### src/rtl/hmac_block_feeder_if.sv
// Message-stream and HMAC-core command signals shared by the block feeder and its neighbours.
// The feeder side uses the master modport; the front end / core side uses slave.
interface hmac_block_feeder_if;
   logic          msg_valid;
   logic          msg_ready;
   logic [31:0]   msg_data;
   logic          msg_last;
   logic [1:0]    msg_last_bytes;
   logic          core_init;
   logic          core_next;
   logic          core_ready;
   logic [1023:0] core_block;
   logic          tag_done;
   logic          busy;

   modport master (
      input  msg_valid, msg_data, msg_last, msg_last_bytes, core_ready,
      output msg_ready, core_init, core_next, core_block, tag_done, busy
   );

   modport slave (
      output msg_valid, msg_data, msg_last, msg_last_bytes, core_ready,
      input  msg_ready, core_init, core_next, core_block, tag_done, busy
   );
endinterface

### src/rtl/hmac_block_feeder.sv
// Packs a big-endian word stream into 1024-bit SHA-384 blocks, applies final padding
// (length includes a LEN_OFFSET_BITS prefix) and drives the HMAC core one block at a time.
module hmac_block_feeder #(
   parameter int LEN_OFFSET_BITS = 1024
) (
   input  logic                 clk,
   input  logic                 reset,
   input  logic                 zeroize,
   hmac_block_feeder_if.master  bus
);
   typedef enum logic [2:0] {FILL, ISSUE, WAIT_BUSY, WAIT_DONE, DONE} state_t;

   state_t        state_reg;
   logic [31:0]   buffer_reg [32];
   logic [4:0]    word_idx_reg;
   logic [63:0]   byte_cnt_reg;
   logic          first_blk_reg;
   logic          len_blk_pend_reg;
   logic          pad_in_len_reg;
   logic          final_blk_reg;

   logic [2:0]    valid_bytes;
   logic [63:0]   byte_cnt_next;
   logic [63:0]   len_bits_next;
   logic [63:0]   len_bits_cur;
   logic [31:0]   last_word;
   logic [5:0]    pad_idx;

   always_comb begin
      valid_bytes = 3'd4;
      if (bus.msg_last && bus.msg_last_bytes != 2'd0)
         valid_bytes = {1'b0, bus.msg_last_bytes};
   end

   assign byte_cnt_next = byte_cnt_reg + 64'(valid_bytes);
   assign len_bits_next = (byte_cnt_next << 3) + 64'(LEN_OFFSET_BITS);
   assign len_bits_cur  = (byte_cnt_reg << 3) + 64'(LEN_OFFSET_BITS);
   // pad_idx is the word that receives the 0x80 marker; 32 means it spills into the next block
   assign pad_idx       = {1'b0, word_idx_reg} + ((valid_bytes == 3'd4) ? 6'd1 : 6'd0);

   always_comb begin
      last_word = bus.msg_data;
      case (valid_bytes)
         3'd1:    last_word = {bus.msg_data[31:24], 24'h80_0000};
         3'd2:    last_word = {bus.msg_data[31:16], 16'h8000};
         3'd3:    last_word = {bus.msg_data[31:8], 8'h80};
         default: ;
      endcase
   end

   always_ff @(posedge clk or posedge reset) begin
      if (reset) begin
         state_reg        <= FILL;
         for (int i = 0; i < 32; i++) buffer_reg[i] <= '0;
         word_idx_reg     <= '0;
         byte_cnt_reg     <= '0;
         first_blk_reg    <= 1'b1;
         len_blk_pend_reg <= 1'b0;
         pad_in_len_reg   <= 1'b0;
         final_blk_reg    <= 1'b0;
      end else if (zeroize) begin
         state_reg        <= FILL;
         for (int i = 0; i < 32; i++) buffer_reg[i] <= '0;
         word_idx_reg     <= '0;
         byte_cnt_reg     <= '0;
         first_blk_reg    <= 1'b1;
         len_blk_pend_reg <= 1'b0;
         pad_in_len_reg   <= 1'b0;
         final_blk_reg    <= 1'b0;
      end else begin
         case (state_reg)
            FILL: begin
               if (bus.msg_valid) begin
                  byte_cnt_reg <= byte_cnt_next;
                  word_idx_reg <= word_idx_reg + 5'd1;
                  if (!bus.msg_last) begin
                     buffer_reg[word_idx_reg] <= bus.msg_data;
                     if (word_idx_reg == 5'd31)
                        state_reg <= ISSUE;
                  end else begin
                     buffer_reg[word_idx_reg] <= last_word;
                     if (valid_bytes == 3'd4 && word_idx_reg != 5'd31)
                        buffer_reg[word_idx_reg + 5'd1] <= 32'h8000_0000;
                     if (pad_idx <= 6'd27) begin
                        buffer_reg[30] <= len_bits_next[63:32];
                        buffer_reg[31] <= len_bits_next[31:0];
                        final_blk_reg  <= 1'b1;
                     end else begin
                        len_blk_pend_reg <= 1'b1;
                        pad_in_len_reg   <= pad_idx[5];
                     end
                     state_reg <= ISSUE;
                  end
               end
            end
            ISSUE: begin
               if (bus.core_ready) begin
                  first_blk_reg <= 1'b0;
                  state_reg     <= WAIT_BUSY;
               end
            end
            WAIT_BUSY: begin
               if (!bus.core_ready)
                  state_reg <= WAIT_DONE;
            end
            WAIT_DONE: begin
               if (bus.core_ready) begin
                  for (int i = 0; i < 32; i++) buffer_reg[i] <= '0;
                  word_idx_reg <= '0;
                  if (final_blk_reg) begin
                     state_reg <= DONE;
                  end else if (len_blk_pend_reg) begin
                     // trailing block carrying only the length (and possibly the pad marker)
                     buffer_reg[0]    <= pad_in_len_reg ? 32'h8000_0000 : 32'h0;
                     buffer_reg[30]   <= len_bits_cur[63:32];
                     buffer_reg[31]   <= len_bits_cur[31:0];
                     len_blk_pend_reg <= 1'b0;
                     pad_in_len_reg   <= 1'b0;
                     final_blk_reg    <= 1'b1;
                     state_reg        <= ISSUE;
                  end else begin
                     state_reg <= FILL;
                  end
               end
            end
            DONE: begin
               first_blk_reg <= 1'b1;
               byte_cnt_reg  <= '0;
               final_blk_reg <= 1'b0;
               state_reg     <= FILL;
            end
            default: state_reg <= FILL;
         endcase
      end
   end

   // Command is gated by core_ready in the same cycle so it can fire the cycle ISSUE is entered
   assign bus.core_init = (state_reg == ISSUE) && bus.core_ready && first_blk_reg;
   assign bus.core_next = (state_reg == ISSUE) && bus.core_ready && !first_blk_reg;
   assign bus.msg_ready = (state_reg == FILL);
   assign bus.tag_done  = (state_reg == DONE);
   assign bus.busy      = (state_reg != FILL);

   generate
      for (genvar gi = 0; gi < 32; gi++) begin : g_block
         assign bus.core_block[1023 - 32*gi -: 32] = buffer_reg[gi];
      end
   endgenerate
endmodule

### src/flat_wrapper.sv
// flat-port wrapper written by rule: the top's interface ports become plain ports
module hmac_block_feeder_flat 
#(
   parameter int LEN_OFFSET_BITS = 1024
)
  (clk, reset, zeroize, bus_msg_valid, bus_msg_data, bus_msg_last, bus_msg_last_bytes, bus_core_ready, bus_msg_ready, bus_core_init, bus_core_next, bus_core_block, bus_tag_done, bus_busy);
  hmac_block_feeder_if bus_i ();
  input  logic clk;
  input  logic reset;
  input  logic zeroize;
  input wire logic [$bits(bus_i.msg_valid)-1:0] bus_msg_valid;
  input wire logic [$bits(bus_i.msg_data)-1:0] bus_msg_data;
  input wire logic [$bits(bus_i.msg_last)-1:0] bus_msg_last;
  input wire logic [$bits(bus_i.msg_last_bytes)-1:0] bus_msg_last_bytes;
  input wire logic [$bits(bus_i.core_ready)-1:0] bus_core_ready;
  output wire logic [$bits(bus_i.msg_ready)-1:0] bus_msg_ready;
  output wire logic [$bits(bus_i.core_init)-1:0] bus_core_init;
  output wire logic [$bits(bus_i.core_next)-1:0] bus_core_next;
  output wire logic [$bits(bus_i.core_block)-1:0] bus_core_block;
  output wire logic [$bits(bus_i.tag_done)-1:0] bus_tag_done;
  output wire logic [$bits(bus_i.busy)-1:0] bus_busy;
  assign bus_i.msg_valid = bus_msg_valid;
  assign bus_i.msg_data = bus_msg_data;
  assign bus_i.msg_last = bus_msg_last;
  assign bus_i.msg_last_bytes = bus_msg_last_bytes;
  assign bus_i.core_ready = bus_core_ready;
  assign bus_msg_ready = bus_i.msg_ready;
  assign bus_core_init = bus_i.core_init;
  assign bus_core_next = bus_i.core_next;
  assign bus_core_block = bus_i.core_block;
  assign bus_tag_done = bus_i.tag_done;
  assign bus_busy = bus_i.busy;
  hmac_block_feeder #(.LEN_OFFSET_BITS(LEN_OFFSET_BITS)) u_core (.clk(clk), .reset(reset), .zeroize(zeroize), .bus(bus_i));
endmodule
### config.mk
export PLATFORM = sky130hd
export DESIGN_NAME = hmac_block_feeder_flat
export DESIGN_NICKNAME = d
export VERILOG_FILES = /design/src/rtl/hmac_block_feeder_if.sv /design/src/rtl/hmac_block_feeder.sv /design/src/flat_wrapper.sv
export SDC_FILE = /design/constraint.sdc
export NUM_CORES = 2
export LEC_CHECK = 0
export ABC_AREA = 1
export BUFFER_PORTS_ARGS = -buffer_cell sky130_fd_sc_hd__clkbuf_2
export CORE_AREA = 4 4 417 419
export DETAILED_ROUTE_END_ITERATION = 12
export DIE_AREA = 0 0 421 423
export SYNTH_ARGS = -nofsm -noshare
export SYNTH_HDL_FRONTEND = slang
export SYNTH_SLANG_ARGS = --single-unit
### constraint.sdc
create_clock -name clk -period 64.2 [get_ports clk]
set_input_delay 3.21 -clock clk [delete_from_list [all_inputs] [get_ports clk]]
set_output_delay 3.21 -clock clk [all_outputs]
set_load 0.005 [all_outputs]
Yosys cells after proc, flatten, opt, wreduce, memory -nomap -nowiden
Cells that the tools add are included.
Widths: inputs -> output; s select.
{ "totals": {"ff_bits": 1100, "latchBits": 0, "mem_bits_rw": 0, "romBits": 0, "inputBits": 40, "n_memories": 0} }
{ "op_classes": {"add_sub_neg": 5, "n_mul": 0, "div": 0, "order_cmp": 5, "n_eq_ne": 20, "shifts": 0, "mux": 64, "bitwise": 5, "reduce_logical": 22} }
{ "ops": {"columns": ["op", "n"], "rows": [
  ["$mux 1024", 5],
  ["$bwmux 1024", 2],
  ["$pmux 1024 s2", 1],
  ["$and 992x992->992", 1],
  ["$not 992->992", 1],
  ["$demux 32 s5", 2],
  ["$mux 64", 5],
  ["$mux 32", 5],
  ["$add 64x11->64 const B", 2],
  ["$pmux 64 s2", 1],
  ["$pmux 24 s3", 1],
  ["$add 64x3->64", 1],
  ["$or 32x32->32", 1],
  ["$mux 3", 9],
  ["$mux 1", 24],
  ["$ne 3x3->1 const B", 7],
  ["$mux 5", 3],
  ["$eq 3x2->1 const B", 4],
  ["$ge 6x6->1 const B", 2],
  ["$lt 6x1->1 const B", 2],
  ["$not 5->6", 2],
  ["$pmux 3 s4", 1],
  ["$reduce_bool 3->1", 4],
  ["$pmux 5 s2", 1],
  ["other kinds (21)", 34]
]} }

Longest topological paths before layout
{ "depth": {"ltp_word": 14, "ltp_mapped": 31, "mapped_depth_nobuf": 30} }

Worst setup path after synthesis
No wires, ideal clock.
{ "synth_timing": {"path_kind": "input to output", "startpoint": "input bus_core_ready", "endpoint": "output bus_core_init", "t_arrival_ns": 3.472, "t_required_ns": 60.990, "setup_slack_ns": 57.518, "cell_stages": 2, "path_buffers": 0, "path_cell_list": "inv_1 nor3b_1"} }
{ "synth_between": {"elab_chain_len": 2} }
{ "synth_lines": {"columns": ["item", "line", "rtl"], "rows": [
  ["start: declaration", "flat_wrapper.sv:15", "input wire logic [$bits(bus_i.core_ready)-1:0] bus_core_ready;"],
  ["$logic_and 1x1->1 (2 in series)", "hmac_block_feeder.sv:138", "assign bus.core_init = (state_reg == ISSUE) && bus.core_ready && first_blk_reg;"],
  ["end: declaration", "flat_wrapper.sv:17", "output wire logic [$bits(bus_i.core_init)-1:0] bus_core_init;"]
]} }
No other way between the ends.

Final worst setup path
{ "layout_timing": {"startpoint": "input bus_msg_last", "endpoint": "register u_core.buffer_reg (netlist bit u_core.bus.core_block[38])"} }
{ "layout_between": {"elab_chain_len": 12} }
{ "layout_lines": {"columns": ["item", "line", "rtl"], "rows": [
  ["start: declaration", "flat_wrapper.sv:13", "input wire logic [$bits(bus_i.msg_last)-1:0] bus_msg_last;"],
  ["branches (longest 8 deep; another with $add 64x3->64)", null, null],
  ["$mux 1024 (*)", "hmac_block_feeder.sv:76", "if (!bus.msg_last) begin"],
  ["$mux 1024 (*)", "hmac_block_feeder.sv:73", "if (bus.msg_valid) begin"],
  ["$pmux 1024 s2 (*)", "hmac_block_feeder.sv:71", "case (state_reg)"],
  ["$mux 1024 (*)", "hmac_block_feeder.sv:61", "end else if (zeroize) begin"],
  ["end signal: indexed assignment", "hmac_block_feeder.sv:77", "buffer_reg[word_idx_reg] <= bus.msg_data;"],
  ["end signal: indexed assignment", "hmac_block_feeder.sv:81", "buffer_reg[word_idx_reg] <= last_word;"],
  ["end: declaration", "hmac_block_feeder.sv:14", "logic [31:0] buffer_reg [32];"]
]} }
Every way passes the cells marked *. The select of a mux whose other input is x is not followed.
A chain may end at the register's enable or synchronous reset.

==> flow_metrics.py <==
metrics = {
    "detailed_routing": {
        "vias": 62000,
        "final_antenna_net_count": 0,
        "viasPerCell": 5.86,
        "routed_wl_um": 341000,
        "drc_errors": 0,
        "wl_per_cell_um": 32.2,
        "firstDrtPassIters": 6,
        "drtIter0Drc": 8147,
    },
    "worst_setup_path": {
        "worst_ep_arrival_time_ps": 9010,
        "cp_max_fo": 69,
        "criticalPathCategory": "in -> reg",
        "crit_path_start_kind": "primary input",
        "crit_path_end_kind": "flip-flop",
        "required_ps": 64910,
        "r2r_slack_ps": 58690,
    },
    "power_and_ir_drop": {
        "power_frac_clock": 0.366,
        "p_per_area_nw_per_um2": 31.0,
        "swShare": 0.396,
        "p_sw_uw": 850,
        "combPwrFrac": 0.275,
        "p_leak_uw": 0.0317,
        "peakVddDrop_uv": 33.3,
        "p_total_uw": 2150,
        "seqPwrFrac": 0.359,
        "p_int_uw": 1300,
    },
    "clock_network": {
        "cts_tree": "built",
        "cts_hold_buf": 0,
        "cts_buffers": 132,
        "cts_setup_buffers": 0,
        "clkLatencyLatePin_ps": 840,
        "cts_sinks": 1097,
        "cts_buffer_depth": 3,
        "cts_max_level": 4,
        "cts-resized-gates": 0,
        "root_buffer": "clkbuf_16",
        "path_clk_slew_ps": 60,
    },
    "logic_synthesis": {
        "synthArstFlopShare": 1.00,
        "synth_ff_type": "dfrtp_1",
        "netlist_area_um2": 56700,
        "yosysSeqAreaShare": 0.484,
        "syn_nets": 7364,
        "synthCells": 7309,
        "syn_area_per_cell_um2": 7.76,
        "synth.distinct_cells": 63,
        "synth-seq-cells": 1097,
        "synth_edf_count": 0,
        "ys_warn_count": 0,
    },
    "floorplan": {
        "io_pins": 1069,
        "fp.dieH_um": 423,
        "fp.dieArea_um2": 178000,
        "chipWidth_um": 421,
        "num_rows": 152,
        "core_um2": 171000,
        "start_util": 0.332,
    },
    "hold_path": {
        "hold_path.class": "reg -> reg",
    },
    "final_layout": {
        "nets": 8302,
        "syn_to_final_growth_pct": 22.1,
        "layout-drive-gt1-share": 0.203,
        "final_util": 0.406,
        "largest_reg_flops": 1024,
    },
    "place": {
        "place_hpwl_um": 250000,
        "numPortBuffers": 1068,
        "gp_congestion": 1.05,
    },
    "sta": {
        "fin_setup_tns_ps": 0,
        "clock_skew_ps": 48.6,
        "slew_headroom": 0.0334,
        "finalCritPeriodShare": 0.129,
        "fin_crit_ps": 8300,
        "finalHoldViolations": 0,
        "max_freq_ghz": 0.120,
        "rsz0062_at_grt": "no",
        "finalMaxSlewViolations": 0,
        "worst_pin_slew_ps": 1440,
        "setup_viol": 0,
    },
    "run": {
        "drv_cap": 0,
    },
    "global_routing": {
        "grt_pass1_wl_um": 468000,
        "grtUsageTotal": 0.369,
        "overflow": 0,
        "antenna_found_initial": 18,
        "first_global_vias": 57600,
        "grt_max_degree": 185,
    },
    "outcome": {
        "status": "finished clean",
    },
}
-- area by class of cell --
cell class | instances | area, um^2
Fill cell | 17500 | 101000
Sequential cell | 1097 | 27500
Multi-Input combinational cell | 4923 | 24600
Timing Repair Buffer | 1236 | 6650
Clock buffer | 187 | 3830
Inverter | 857 | 3240
Tap cell | 2233 | 2790
Clock inverter | 43 | 591
Antenna cell | 9 | 22.5
-- kinds of logic after synthesis --
group           share of synthesized area
fa+ha+maj                         0.00331
flops                               0.484
xor+xnor                          0.00475
compound gates                      0.204
buf+inv                            0.0878
simple gates                        0.215
-- layout by cell type (no fill, tap or decap), drive strengths merged, types with 41 or more instances in the layout --
| cell type | instances |
|---|---|
| o32ai | 43 |
| nand4 | 175 |
| o311ai | 48 |
| a22oi | 42 |
| o31ai | 71 |
| o211ai | 46 |
| buf | 169 |
| nor2 | 779 |
| o21ai | 934 |
| a31oi | 81 |
| nand2 | 1671 |
| inv | 839 |
| o22ai | 318 |
| dfrtp | 1096 |
| clkbuf | 1254 |
| a2bb2oi | 41 |
| nand3 | 265 |
| a21oi | 250 |
| clkinv | 47 |
-- per-stage QoR --
stage | worst slack [ps] | cell area (um^2) | std cells | hold slack [ps]
floorplan | 30110 | 56700 | 7309 | 447
global placement | 55210 | 64700 | 10300 | 458
detailed placement | 55200 | 64700 | 10300 | 462
CTS | 56050 | 69200 | 10600 | 476
global route | 55560 | 69200 | 10600 | 493
finish | 55900 | 69200 | 10600 | 478
-- worst paths after layout --
path	start	to	cells after the start
min in group asynchronous	reset	u_core.bus.core_block[515]	2
max reg2reg	u_core.word_idx_reg[0]	u_core.bus.core_block[497]	11
max	bus_msg_last	u_core.bus.core_block[38]	24
min	u_core.bus.core_block[84]	u_core.bus.core_block[84]	2
min reg2reg	u_core.bus.core_block[84]	u_core.bus.core_block[84]	2
max in group asynchronous	reset	u_core.bus.core_block[733]	6
-- routing by layer --
| layer | global-route usage | vias up | share of wire |
|---|---|---|---|
| li1 | - | 26400 | - |
| met4 | 0.264 | 6 | 0.087 |
| met1 | 0.457 | 30400 | 0.38 |
| met3 | 0.115 | 973 | 0.11 |
| met2 | 0.543 | 4194 | 0.42 |
| met5 | 0 | - | 0.000094 |
-- power by group through the flow --
| stage | sequential, uW | clock (uW) | combinational, uW |
|---|---|---|---|
| 2_1_floorplan | 771 | 0 | 298 |
| 3_3_place_gp | 781 | 0 | 569 |
| 3_5_place_dp | 782 | 0 | 574 |
| 4_1_cts | 770 | 789 | 574 |
| 5_1_grt | 774 | 818 | 619 |
| 6_report | 772 | 785 | 590 |
-- critical path, stage by stage --
cell,delay (ps)
buf_8,280
inv_6,320
a21oi_4,650
inv_2,180
ha_1,410
nand2_1,70
nand3b_1,220
nand2_2,450
nand2_2,410
xor2_2,360
ha_1,210
inv_1,90
nor2_2,200
nand2_1,200
nor3_1,720
nand2_1,180
xor2_1,210
nand2_1,90
nand2_1,90
nand2_1,50
nand2_1,70
nand2_1,50
nand2_1,60
nand2_1,60
-- cells in the mapped netlist, drive strengths merged (2+ instances only) --
cell	number	area, um^2
buf	82	443
o41ai	4	35.0
a32oi	12	105
a41oi	2	25.0
o21a	2	15.0
ha	15	188
a2bb2oi	41	359
a22oi	42	315
a31oi	81	538
o211ai	46	345
nor3b	2	15.0
nor2	779	3220
nand2	1671	6330
a22o	15	131
o21ai	934	4690
a21oi	250	1270
clkinv	22	83.8
clkbuf	350	1320
nand3b	3	22.5
o311ai	48	420
o21bai	5	37.5
nand4	175	1090
nor4	2	12.5
nor3	21	116
o31ai	71	533
nand3	265	1380
a32o	26	260
o32ai	43	377
xor2	28	260
a21o	2	15.0
o2111ai	4	35.0
inv	835	3140
o221ai	10	87.6
dfrtp	1096	27400
o22ai	318	1990
No activity file was read; power rests on OpenSTA's default activity.
